==> src/rtl/adr_seq_pkg.sv <==
// Shared types and helpers for the adr_seq_gen address sequencer.
// The end-swap helper is only used when ADR_SEQ_SWAP_EN is defined.
package adr_seq_pkg;

  typedef enum logic [1:0] {
    IDLE = 2'd0,
    RUN  = 2'd1,
    DONE = 2'd2
  } adr_seq_state_t;

  localparam int unsigned ADR_W_DEF = 4;

  // Exchange bit w-1 and bit 0 of v, leaving the middle bits in place.
  function automatic logic [31:0] adr_swap_ends(input logic [31:0] v, input int unsigned w);
    logic [31:0] r;
    r        = v;
    r[w-1]   = v[0];
    r[0]     = v[w-1];
    return r;
  endfunction

endpackage

==> src/rtl/adr_seq_cnt.sv <==
// Loadable up-counter with enable and a terminal-value compare.
// Used for both the address counter and the pass counter.
module adr_seq_cnt #(
  parameter int unsigned   W        = 4,
  parameter logic [W-1:0]  RST_VAL  = '0,
  parameter logic [W-1:0]  TERM_VAL = '0
) (
  input  logic         clk,
  input  logic         rst,
  input  logic         load,
  input  logic [W-1:0] load_val,
  input  logic         en,
  output logic [W-1:0] q,
  output logic         at_term
);

  assign at_term = (q == TERM_VAL);

  // Reset wins, then load, then count; otherwise hold.
  always_ff @(posedge clk) begin
    if (rst) begin
      q <= RST_VAL;
    end else if (load) begin
      q <= load_val;
    end else if (en) begin
      q <= q + W'(1);
    end
  end

endmodule

==> src/rtl/adr_seq_gen.sv <==
// Address sequencer: walks ADR_FIRST..ADR_LAST for PASSES passes under a
// valid/ready handshake and pulses done once per completed sequence.
// Optional ADR_SEQ_SWAP_EN: drive adr with its MSB and LSB exchanged.
module adr_seq_gen
  import adr_seq_pkg::*;
#(
  parameter int unsigned ADR_W     = ADR_W_DEF,
  parameter int unsigned ADR_FIRST = 0,
  parameter int unsigned ADR_LAST  = 15,
  parameter int unsigned PASSES    = 1,
  parameter int unsigned PASS_W    = 4
) (
  input  logic              clk,
  input  logic              rst,
  input  logic              start,
  input  logic              abort,
  input  logic              adr_rdy,
  output logic [ADR_W-1:0]  adr,
  output logic              adr_vld,
  output logic              busy,
  output logic              done,
  output logic [PASS_W-1:0] pass_cnt
);

  if (ADR_FIRST > ADR_LAST || ADR_LAST >= (2**ADR_W)) begin : g_bad_window
    $error("adr_seq_gen: require ADR_FIRST <= ADR_LAST < 2**ADR_W");
  end
  if (PASSES < 1 || PASSES > (2**PASS_W)) begin : g_bad_passes
    $error("adr_seq_gen: require 1 <= PASSES <= 2**PASS_W");
  end

  adr_seq_state_t state, state_nxt;

  logic [ADR_W-1:0]  adr_q;
  logic              adr_term, adr_load, adr_en;
  logic              pass_term, pass_load, pass_en;
  logic              hs;

  assign hs = adr_vld & adr_rdy;

  adr_seq_cnt #(
    .W        (ADR_W),
    .RST_VAL  (ADR_W'(ADR_FIRST)),
    .TERM_VAL (ADR_W'(ADR_LAST))
  ) u_adr_cnt (
    .clk      (clk),
    .rst      (rst),
    .load     (adr_load),
    .load_val (ADR_W'(ADR_FIRST)),
    .en       (adr_en),
    .q        (adr_q),
    .at_term  (adr_term)
  );

  adr_seq_cnt #(
    .W        (PASS_W),
    .RST_VAL  ('0),
    .TERM_VAL (PASS_W'(PASSES - 1))
  ) u_pass_cnt (
    .clk      (clk),
    .rst      (rst),
    .load     (pass_load),
    .load_val ('0),
    .en       (pass_en),
    .q        (pass_cnt),
    .at_term  (pass_term)
  );

`ifdef ADR_SEQ_SWAP_EN
  assign adr = ADR_W'(adr_swap_ends(32'(adr_q), ADR_W));
`else
  assign adr = adr_q;
`endif

  // State register.
  always_ff @(posedge clk) begin
    if (rst) begin
      state <= IDLE;
    end else begin
      state <= state_nxt;
    end
  end

  // Next state and counter control; counters sit at their start values outside RUN.
  always_comb begin
    state_nxt = state;
    adr_load  = 1'b0;
    adr_en    = 1'b0;
    pass_load = 1'b0;
    pass_en   = 1'b0;
    case (state)
      IDLE: begin
        adr_load  = 1'b1;
        pass_load = 1'b1;
        if (start && !abort) begin
          state_nxt = RUN;
        end
      end
      RUN: begin
        if (abort) begin
          state_nxt = IDLE;
          adr_load  = 1'b1;
          pass_load = 1'b1;
        end else if (hs) begin
          if (!adr_term) begin
            adr_en = 1'b1;
          end else if (!pass_term) begin
            adr_load = 1'b1;
            pass_en  = 1'b1;
          end else begin
            state_nxt = DONE;
            adr_load  = 1'b1;
            pass_load = 1'b1;
          end
        end
      end
      DONE: begin
        state_nxt = IDLE;
        adr_load  = 1'b1;
        pass_load = 1'b1;
      end
      default: begin
        state_nxt = IDLE;
      end
    endcase
  end

  // Status outputs registered from the next state so they line up with it.
  always_ff @(posedge clk) begin
    if (rst) begin
      adr_vld <= 1'b0;
      busy    <= 1'b0;
      done    <= 1'b0;
    end else begin
      adr_vld <= (state_nxt == RUN);
      busy    <= (state_nxt == RUN);
      done    <= (state_nxt == DONE);
    end
  end

endmodule

==> config.mk <==
export PLATFORM = sky130hd
export DESIGN_NAME = adr_seq_gen
export DESIGN_NICKNAME = d
export VERILOG_FILES = /design/src/rtl/adr_seq_pkg.sv /design/src/rtl/adr_seq_cnt.sv /design/src/rtl/adr_seq_gen.sv
export SDC_FILE = /design/constraint.sdc
export NUM_CORES = 1
export LEC_CHECK = 0
export CORE_MARGIN = 4
export CORE_UTILIZATION = 25
export CTS_CLUSTER_SIZE = 20
export DETAILED_ROUTE_END_ITERATION = 16
export PLACE_DENSITY = 0.51
export SLEW_MARGIN = 20
export SYNTH_ARGS = -nofsm -noshare
export SYNTH_HDL_FRONTEND = slang
export SYNTH_HIERARCHICAL = 1
export SYNTH_SLANG_ARGS = --single-unit
==> constraint.sdc <==
create_clock -name clk -period 5.1 [get_ports clk]
set_input_delay 0.51 -clock clk [delete_from_list [all_inputs] [get_ports clk]]
set_output_delay 0.51 -clock clk [all_outputs]
set_load 0.005 [all_outputs]
### Word-level counts from Yosys, hierarchy flattened

Index checks and enable logic that the tools add are counted.

| word-level totals | value |
|---|---|
| logic and storage cells | 44 |
| flip-flop bits (word level) | 12 |
| output and inout bits | 11 |
| input port bits | 5 |

| operators by class | value |
|---|---|
| eq/ne operators | 5 |
| bitwise operators | 1 |
| reduce and logical (&&, ||, !) cells | 7 |
| mux-type cells | 24 |
| add/sub/neg operators | 2 |

Operators with widths:

| operator | count |
|---|---|
| 2-to-1 mux 1 bit | 16 |
| 2-to-1 mux 2 bit | 5 |
| adder 4 x 1 -> 4 bit, second input constant | 2 |
| OR reduction 2 bit | 3 |
| equality test 2 x 1 -> 1 bit, second input constant | 2 |
| equality test 2 bit, second input constant | 2 |
| equality test 4 bit, second input constant | 1 |
| zero test 4 bit | 1 |
| case mux 1 bit (2 select lines) | 2 |
| case mux 2 bit (2 select lines) | 1 |
| zero test 2 bit | 1 |
| bitwise AND 1 bit | 1 |
| logical AND 1 bit | 1 |
| zero test 1 bit | 1 |

### Logic depth before layout (Yosys ltp)

Gate-level depths: netlist of run 1.

| logic depth | value |
|---|---|
| word-level depth | 7 |
| gate-level depth with buffers | 8 |
| depth with buffers taken out | 7 |

### Hierarchy

Netlist of run 1, hierarchy kept.

Modules (own cells, without submodules):

| module | area an instance (um^2) | seq. area each (um^2) | times used | cells each |
|---|---|---|---|---|
| adr_seq_cnt at u_pass_cnt | 232.7 | 80.1 | 1 | 26 |
| adr_seq_cnt at u_adr_cnt | 211.5 | 80.1 | 1 | 23 |
| adr_seq_gen | 195.2 | 80.1 | 1 | 22 |

### Worst setup path after synthesis of run 1

Ideal clock, no wire load.

| timing | value |
|---|---|
| kind | in2reg |
| from | input port abort |
| to | register u_pass_cnt.q[1] |
| library setup time | 0.114 ns |
| data arrival time | 1.764 ns |
| buffers on the path | 0 |
| stages on the path | 5 |
| data required time | 4.986 ns |
| path slack | 3.222 ns |
| cells stage by stage | or3b_4 -> nor3_1 -> mux2_1 -> mux2i_1 -> nor2_1 |

| between the ends | value |
|---|---|
| elaborated cells between the ends (all ways) | 5 |
| classes of those cells | mux: 4; reduce/logical: 1 |

RTL lines:

| item | RTL line | RTL |
|---|---|---|
| start, declared | adr_seq_gen.sv:16 | `input logic abort,` |
| 2-to-1 mux 1 bit | adr_seq_gen.sv:100 | `if (abort) begin` |
| 2-to-1 mux 1 bit | adr_seq_gen.sv:91 | `case (state)` |
| net pass_en | adr_seq_gen.sv:36 | `logic pass_term, pass_load, pass_en;` |
| end signal, assigned | adr_seq_cnt.sv:24 | `q <= load_val;` |
| end signal, assigned | adr_seq_cnt.sv:26 | `q <= q + W'(1);` |
| end, declared | adr_seq_cnt.sv:13 | `output logic [W-1:0] q,` |

The timed path passes the listed nets, and every way through them passes these cells.
A chain may end at the register's enable or synchronous reset.

### Worst setup path in the final report of run 1

Ends and elaborated chain as after synthesis.

==> results.toml, run 1 <==
[place]
place_hpwl_mm = 1.021
io_buffers = 15
dp_cells = 120
place_area_um2 = 835.8
place_congestion = 0.7885

[sta]
setup-violations-final = 0
finalSetupTns_ns = 0
fin_crit_ns = 2.272
relSlewSlack_pct = 41.00
finalCritPeriodShare_pct = 44.54
rsz0062_at_grt = "no"
hold_viol_final = 0
worst_pin_slew_ns = 0.8757
slew_viol_final = 0
clock_skew_ns = 0.003033
fmax_mhz = 440.2

[synthesis]
synth_area_per_cell_um2 = 9.005
ys_ff_latch = 12
postSynthCellCount = 71
synthDistinctLibCells = 26
synth_warnings = 6
synth.cell_area_um2 = 639.4
yosysSeqAreaShare_pct = 37.57

[clocking]
root_buffer = "clkbuf_4"
postCtsHoldBufs = 0
cts_made_buffers = 3
clock_sinks = 12
max-clock-path-buffers = 2
cts_resized = 0
cts_setup_buffers = 0
clock_latency_ns = 0.27
cts_max_level = 1
cts_tree = "done"
clk_pin_slew_ns = 0.08

[die]
dieArea_um2 = 3430
die_x_um = 58.57
core_um2 = 2455
core.rowCount = 18
initial_utilization_pct = 26.04
io_pins = 16
fp.dieH_um = 58.57

[setup_path]
worst-path-stages = 6
slowest_delay_ns = 0.49
cp.required_ns = 5.25
crit_chain = "clkdlybuf4s50_1 > or3b_4 > nor3_1 > mux2_1 > mux2i_1 > nor2_1"
rr_worst_depth = 7
worstPathArrival_ns = 2.42
start_kind = "input pin"
r2r-end = "u_pass_cnt/q[1]"
worstSetupStartpoint = "abort"
crit_family = "simple AND/OR/NAND/NOR gates"
r2r_setup_slack_ns = 2.92
slowest_stage = "nor3_1"
critical_path_buf_inv_count = 1
worstSetupEndpoint = "u_pass_cnt/q[1]"
path_class = "input pin to register"
path_max_fanout = 4
r2r_start = "u_pass_cnt/q[0]"
cp-end-kind = "register"

[layout]
nNetsFinal = 103
area_delta_synth_final_pct = 36.40
layout_commonest_cell = "clkdlybuf4s50_1"
fin_cells = 124
fin_area_um2 = 872.1
drive_above_1_share_pct = 5.319
final_cell_mix = "clkdlybuf4s50_1, dfxtp_1, conb_1"
num_antenna_cells = 0

[power]
total_power_uw = 210.8
leakage_uw = 0.0003602
p_comb_share_pct = 14.6
clkPwrFrac_pct = 36.0
seqPwrFrac_pct = 49.4
power.internal_uw = 160.3
powerDensity_nw_per_um2 = 241.8
p_sw_uw = 50.58
peakVddDrop_mv = 0.09321
switching_share_pct = 23.99

[global_routing]
grt_pass1_wl_mm = 2.235
grt_pass1_vias = 544
grt_overflow = 0
antenna_found_initial = 0
track_usage_pct = 8.356
grt_max_degree = 12

[routing]
drt_wl_total_mm = 1.314
dr.pass1.iters = 3
ant_nets = 0
drtIter0Drc = 5
vias = 537
wl_per_cell_um = 10.60
viasPerCell = 4.331
drcViolationCount = 0

[worst_hold_path]
hp-class = "register to register"

[outcome]
status = "finished clean"

[flow_run]
drv_cap = 0
[Yosys cell counts]
| cell | number | share of area [%] |
|---|---|---|
| a211oi_1 | 2 | 2.3 |
| a21oi_1 | 4 | 3.1 |
| nand3_1 | 1 | 0.78 |
| o21ai_0 | 2 | 1.6 |
| nand4_1 | 2 | 2.0 |
| nor3b_1 | 3 | 3.5 |
| or3_1 | 1 | 0.98 |
| mux2i_1 | 4 | 6.3 |
| and4_1 | 1 | 1.4 |
| ha_1 | 3 | 5.9 |
| dfxtp_1 | 12 | 38 |
| conb_1 | 1 | 0.59 |
| inv_1 | 6 | 3.5 |
| nor2_1 | 5 | 2.9 |
| a31oi_1 | 1 | 0.98 |
| mux2_1 | 2 | 3.5 |
| buf_2 | 2 | 1.6 |
| nor3_1 | 2 | 1.6 |
| o21a_1 | 4 | 4.7 |
| and3_1 | 1 | 0.98 |
| xor2_1 | 2 | 2.7 |
| a41oi_1 | 1 | 1.4 |
| buf_4 | 1 | 1.2 |
| nand2_1 | 3 | 1.8 |
| xnor2_1 | 4 | 5.5 |
| or3b_4 | 1 | 1.8 |
[final cells by class]
type	instances	area (µm²)
tap	30	37.54
sequential	12	240.2
multi-input combinational	57	385.4
clock buffer	4	36.28
timing repair buffer	15	150.1
fill	259	1583
inverter	6	22.52
[logic make-up (layout without fill, tap and decap cells)]
group                      after synthesis  after routing  synth area share, %
adders and majority gates                3              3                5.871
buffers and inverters                    9             25                6.262
other                                    1              8               0.5865
muxes                                    6              6                9.785
AOI/OAI and AO/OA                       14             14                14.09
xor gates and xnor gates                 6              6                8.219
and+or+nand+nor                         20             20                17.61
DFF                                     12             12                37.57
[through the flow]
stage	util (%)	worst slack [ns]	hold slack (ns)
finish	35.53	2.828	0.5316
global route	35.53	2.704	0.5623
CTS	35.53	2.815	0.5297
detailed placement	34.05	2.522	0.5259
global placement	34.05	2.536	0.5441
floorplan	-	3.222	0.4814
[power by group through the flow]
stage / Clock [µW] / Combinational [µW] / Sequential [µW]
global route: 84.4 / 34.5 / 105
floorplan: 0 / 14.9 / 106
detailed placement: 0 / 31.2 / 106
global placement: 0 / 30.5 / 106
finish: 76.0 / 30.8 / 104
CTS: 80.1 / 31.3 / 104
[sequential cells by signal, summed over array words and instances, names as in the netlist]
| register | cells |
|---|---|
| u_adr_cnt/q | 4 |
| u_pass_cnt/q | 4 |
| state | 2 |
| busy | 1 |
| done | 1 |
[routing by layer]
metal  up-vias  global-route usage, %  wire (µm)  part of all wire (%)
met1       243                  10.31        640                    49
met2         9                  13.56        614                    47
met3         0                  2.193         60                   4.6
li1        285                      -          -                     -
met5         -                      0          0                     0
met4         0                  3.883          0                     0
[worst min path at each step]
stage	startpoint	end	slack [ns]	cells past startpoint
after detailed placement	state[0]	busy	0.53	1
after CTS	state[0]	busy	0.53	1
after global routing	state[0]	busy	0.56	1
after floorplan	state[0]	busy	0.48	1
after global placement	state[0]	state[0]	0.54	1
final	state[0]	busy	0.53	1
(Power assumes the default switching activity.)
==> run 2: changes to the inputs <==
- clock period: 5.1 -> 2.2 ns (I/O delays scaled with it)
==> run 2 against run 1 <==
- worst setup slack worse by 2.5 ns
- worst hold slack gained 0.018 ns
- critical endpoint unchanged
- largest power group unchanged
- combinational power up 140%
- routed wire length shrank 3.2%
- critical path type is now register to register
- register-to-register slack got worse by 2.6 ns
- clock power is 130% higher
- clock skew down 0.0021 ns
- core utilization rose by 1.5 points
- sequential cell count did not move
==> results.toml, run 2 (synthesis gave the netlist of run 1 again) <==
[clocking]
cts_max_level = 1
cts_made_buffers = 3
max-clock-path-buffers = 2
clock_latency_ns = 0.27
clock_sinks = 12
postCtsHoldBufs = 0
root_buffer = "clkbuf_4"
cts_tree = "done"
cts_setup_buffers = 0
clk_pin_slew_ns = 0.08
cts_resized = 0

[sta]
hold_viol_final = 0
setup-violations-final = 0
whs_ns = 0.5493
slew_viol_final = 0
clock_skew_ns = 0.0009356
finalCritPeriodShare_pct = 83.52
fin_crit_ns = 1.837
fmax_mhz = 544.2
finalSetupTns_ns = 0
rsz0062_at_grt = "no"

[setup_path]
cp.required_ns = 2.37
slowest_stage = "dfxtp_1"
worstPathArrival_ns = 2.01
cp-end-kind = "register"
path_max_fanout = 5
crit_chain = "ha_1 > and3_1 > nand3_1 > nor3_1 > buf_4 > mux2_1 > mux2i_1 > nor2_1"
path_class = "register to register"
slowest_delay_ns = 0.40
start_kind = "register"
rr_worst_depth = 8

[flow_run]
drv_cap = 0

[layout]
drive_above_1_share_pct = 10.10
n_fill_cell = 262
area_delta_synth_final_pct = 42.27
final_cell_mix = "clkdlybuf4s50_1, dfxtp_1, conb_1"
top_regs = "u_adr_cnt/q: 4 flops, u_pass_cnt/q: 4 flops, state: 2 flops"
num_antenna_cells = 0
layout_commonest_cell = "clkdlybuf4s50_1"
multiInputGateArea_um2 = 385.4
fin_area_um2 = 909.6
nNetsFinal = 108
register_area_um2 = 240.2

[global_routing]
track_usage_pct = 8.946
grt_max_degree = 12
antenna_found_initial = 0
grt_overflow = 0
grt_pass1_wl_mm = 2.304
grt_pass1_vias = 537

[power]
p_sw_uw = 116.5
seqPwrFrac_pct = 49.1
peakVddDrop_mv = 0.3849
clkPwrFrac_pct = 35.9
power.internal_uw = 374.1
leakage_uw = 0.0003844
powerDensity_nw_per_um2 = 539.4
p_comb_share_pct = 15.0
switching_share_pct = 23.75

[outcome]
status = "finished clean"

[routing]
wl_per_cell_um = 9.860
drt_wl_total_mm = 1.272
drtIter0Drc = 5
drcViolationCount = 0
vias = 565
viasPerCell = 4.380
ant_nets = 0
dr.pass1.iters = 4

[place]
place_area_um2 = 873.3
place_congestion = 0.7662
io_buffers = 15
place_hpwl_um = 990.4

[die]
die_x_um = 58.57
fp.dieH_um = 58.57
initial_utilization_pct = 26.04
dieArea_um2 = 3430
core.rowCount = 18
io_pins = 16
core_um2 = 2455

[worst_hold_path]
holdPathStages = 1
hp-class = "register to register"
## run 2: changes by cell type in the layout (fill, tap and decap cells not counted), sizes merged
cell  change
buf       +5
## run 2: worst max-delay path: cells and delay by family, from the launching register on
family	cells	cell delay, ns
simple gates	4	0.55
mux	2	0.44
flops	1	0.40
fa+ha+maj	1	0.19
buf+inv	1	0.16
## run 2: power by group through the flow
stage	combinational, µW	sequential, µW	clock, µW
global route	83.0	244	199
finish	73.4	241	176
global placement	74.0	246	0
floorplan	34.6	245	0
CTS	75.1	241	189
detailed placement	74.6	246	0
## run 2: metrics by stage
stage | util, % | total power [µW] | setup WS, ns | instances
floorplan | - | 279.6 | 0.4040 | 78
global placement | 35.58 | 320.1 | 0.1782 | 125
detailed placement | 35.58 | 320.9 | 0.1563 | 125
CTS | 37.05 | 505.7 | 0.3472 | 129
global route | 37.05 | 525.8 | 0.2478 | 129
finish | 37.05 | 490.6 | 0.3625 | 129
## run 2: metal layers
layer	global-route usage, %	share of wire, %
met5	0	0
met4	3.883	0.55
met3	3.509	3.7
met2	14.35	49
met1	10.58	47
## run 2: cell type report
| cell class | instances | area share, % |
|---|---|---|
| flip-flops and latches | 12 | 26.41 |
| well taps | 30 | 4.127 |
| clock buffers | 4 | 3.989 |
| repair buffers | 20 | 20.63 |
| inverters | 6 | 2.476 |
| multi-input cells | 57 | 42.37 |
## run 2: final timing paths
| kind | start | endpoint | slack [ns] |
|---|---|---|---|
| worst max-delay path | u_adr_cnt/q[0] | u_pass_cnt/q[1] | 0.36 |
| worst min-delay path | state[0] | busy | 0.55 |
| worst max register to register | u_adr_cnt/q[0] | u_pass_cnt/q[1] | 0.36 |
| worst min register to register | state[0] | busy | 0.55 |
==> run 3: changes to the inputs <==
- PLACE_DENSITY: 0.51 -> 0.53
- clock period: 2.2 -> 1.5 ns (I/O delays scaled with it)
==> run 3 against run 2 <==
- global-route usage is 1.1 points higher
- highest routed layer unchanged
- the flow now finishes with violations (setup timing)
- register-to-register slack worse by 0.48 ns
- worst hold slack lost 0.039 ns
- combinational power up 120%
==> results.toml, run 3 (synthesis gave the netlist of run 1 again) <==
[outcome]
status = "finished, violations left"
violations = "setup timing"

[setup_path]
cp.required_ns = 1.66
rr_worst_depth = 7
r2r-end = "u_pass_cnt/q[1]"
r2r_setup_slack_ns = -0.12
worstPathArrival_ns = 1.78
path_class = "register to register"
path_max_fanout = 5
r2r_start = "u_adr_cnt/q[0]"
worstSetupStartpoint = "u_adr_cnt/q[0]"
start_kind = "register"
cp-end-kind = "register"

[sta]
finalSetupTns_ns = -0.6106
setup-violations-final = 7
finalCritPeriodShare_pct = 108.1
fin_crit_ns = 1.621
rsz0062_at_grt = "yes"
finalWorstSetupSlack_ns = -0.1213
slew_viol_final = 0
hold_viol_final = 0
clock_skew_ns = 0.007114
fmax_mhz = 616.8

[die]
core.rowCount = 18
core_um2 = 2455
io_pins = 16
fp.dieH_um = 58.57
die_x_um = 58.57
initial_utilization_pct = 26.04
dieArea_um2 = 3430

[global_routing]
grt_max_degree = 11
antenna_found_initial = 0
grt_pass1_wl_mm = 2.628
track_usage_pct = 10.07
grt_pass1_vias = 632
grt_overflow = 0

[routing]
drcViolationCount = 0
vias = 626
ant_nets = 0
viasPerCell = 4.347
drtIter0Drc = 4
dr.pass1.iters = 2
drt_wl_total_mm = 1.533
wl_per_cell_um = 10.65

[clocking]
cts_made_buffers = 3
cts_tree = "done"
cts_max_level = 1
root_buffer = "clkbuf_4"
clock_latency_ns = 0.26
clk_pin_slew_ns = 0.08
postCtsHoldBufs = 0
max-clock-path-buffers = 2
clock_sinks = 12

[layout]
area_delta_synth_final_pct = 72.99
final_util_pct = 45.06
final_cell_mix = "buf_4, clkdlybuf4s50_1, conb_1"
fin_cells = 144
register_area_um2 = 251.5
layout_commonest_cell = "buf_4"
num_antenna_cells = 0
multiInputGateArea_um2 = 464.2
nNetsFinal = 123
n_fill_cell = 243
drive_above_1_share_pct = 34.21
top_regs = "u_adr_cnt/q: 4 flops, u_pass_cnt/q: 4 flops, state: 2 flops"

[worst_hold_path]
min-delay-start = "start"
hold_end = "busy"
hp-class = "input pin to register"
holdPathStages = 3

[place]
place_hpwl_mm = 1.203
io_buffers = 15
dp_cells = 138
place_congestion = 0.7456

[power]
powerDensity_nw_per_um2 = 644.6
leakage_uw = 0.0004652
peakVddDrop_mv = 0.3412

[flow_run]
drv_cap = 0
-- run 3: cell count changes in the layout (fill, tap and decap cells not counted), sizes merged --
cell and change:
buf +15
-- run 3: where the power goes --
part | leakage [µW] | switching (µW) | internal (µW)
Clock | 0.0000150 | 98.9 | 103
Sequential | 0.000101 | 12.6 | 334
Combinational | 0.000349 | 64.8 | 99.6
-- run 3: area by class of cell --
| cell class | count | share of cell area (%) |
|---|---|---|
| inverter | 6 | 2.036 |
| clock buffer | 4 | 2.376 |
| sequential | 12 | 22.74 |
| timing repair buffer | 35 | 27.49 |
| multi-input combinational | 57 | 41.97 |
| tap | 30 | 3.394 |
-- run 3: worst max path at each step --
stage / to / cells past startpoint / slack, ns
4_1_cts: u_pass_cnt/q[1] / 7 / -0.13
2_1_floorplan: u_pass_cnt/q[1] / 7 / -0.09
6_report: u_pass_cnt/q[1] / 7 / -0.12
3_5_place_dp: u_pass_cnt/q[1] / 6 / -0.33
3_3_place_gp: u_pass_cnt/q[3] / 6 / -0.31
5_1_grt: u_pass_cnt/q[0] / 8 / -0.22
-- run 3: timing repair --
item                                   in CTS  in global routing
endpoints found under the hold margin       0                  0
pin swaps                                   5                  1
setup endpoints to repair                   8                  8
resized for setup                           5                  4
setup buffers                               0                  2
-- run 3: metal layers --
| layer | track usage [%] | vias up | part of all wire, % |
|---|---|---|---|
| met5 | 0 | - | 0 |
| met4 | 4.854 | 0 | 0.59 |
| met3 | 1.974 | 2 | 3.0 |
| met2 | 16.91 | 9 | 53 |
| met1 | 12.27 | 292 | 43 |
| li1 | - | 323 | - |
-- run 3: worst max-delay path: stages (launching register included) --
cell and delay [ns]:
dfxtp_4 0.36, ha_4 0.13, and3_4 0.23, nand3_2 0.09, nor3_4 0.20, mux2_4 0.32
mux2i_1 0.13, nor2_1 0.05
-- run 3: stage by stage --
step / setup slack (ns) / hold WS (ns) / total power (µW) / area, µm²
finish: -0.1213 / 0.5099 / 712.9 / 1106
global route: -0.2242 / 0.5496 / 757.7 / 1106
CTS: -0.1314 / 0.5020 / 723.6 / 1075
detailed placement: -0.3332 / 0.5512 / 506.0 / 1033
global placement: -0.3061 / 0.5546 / 503.0 / 1033
floorplan: -0.09282 / 0.2127 / 418.1 / 728.2
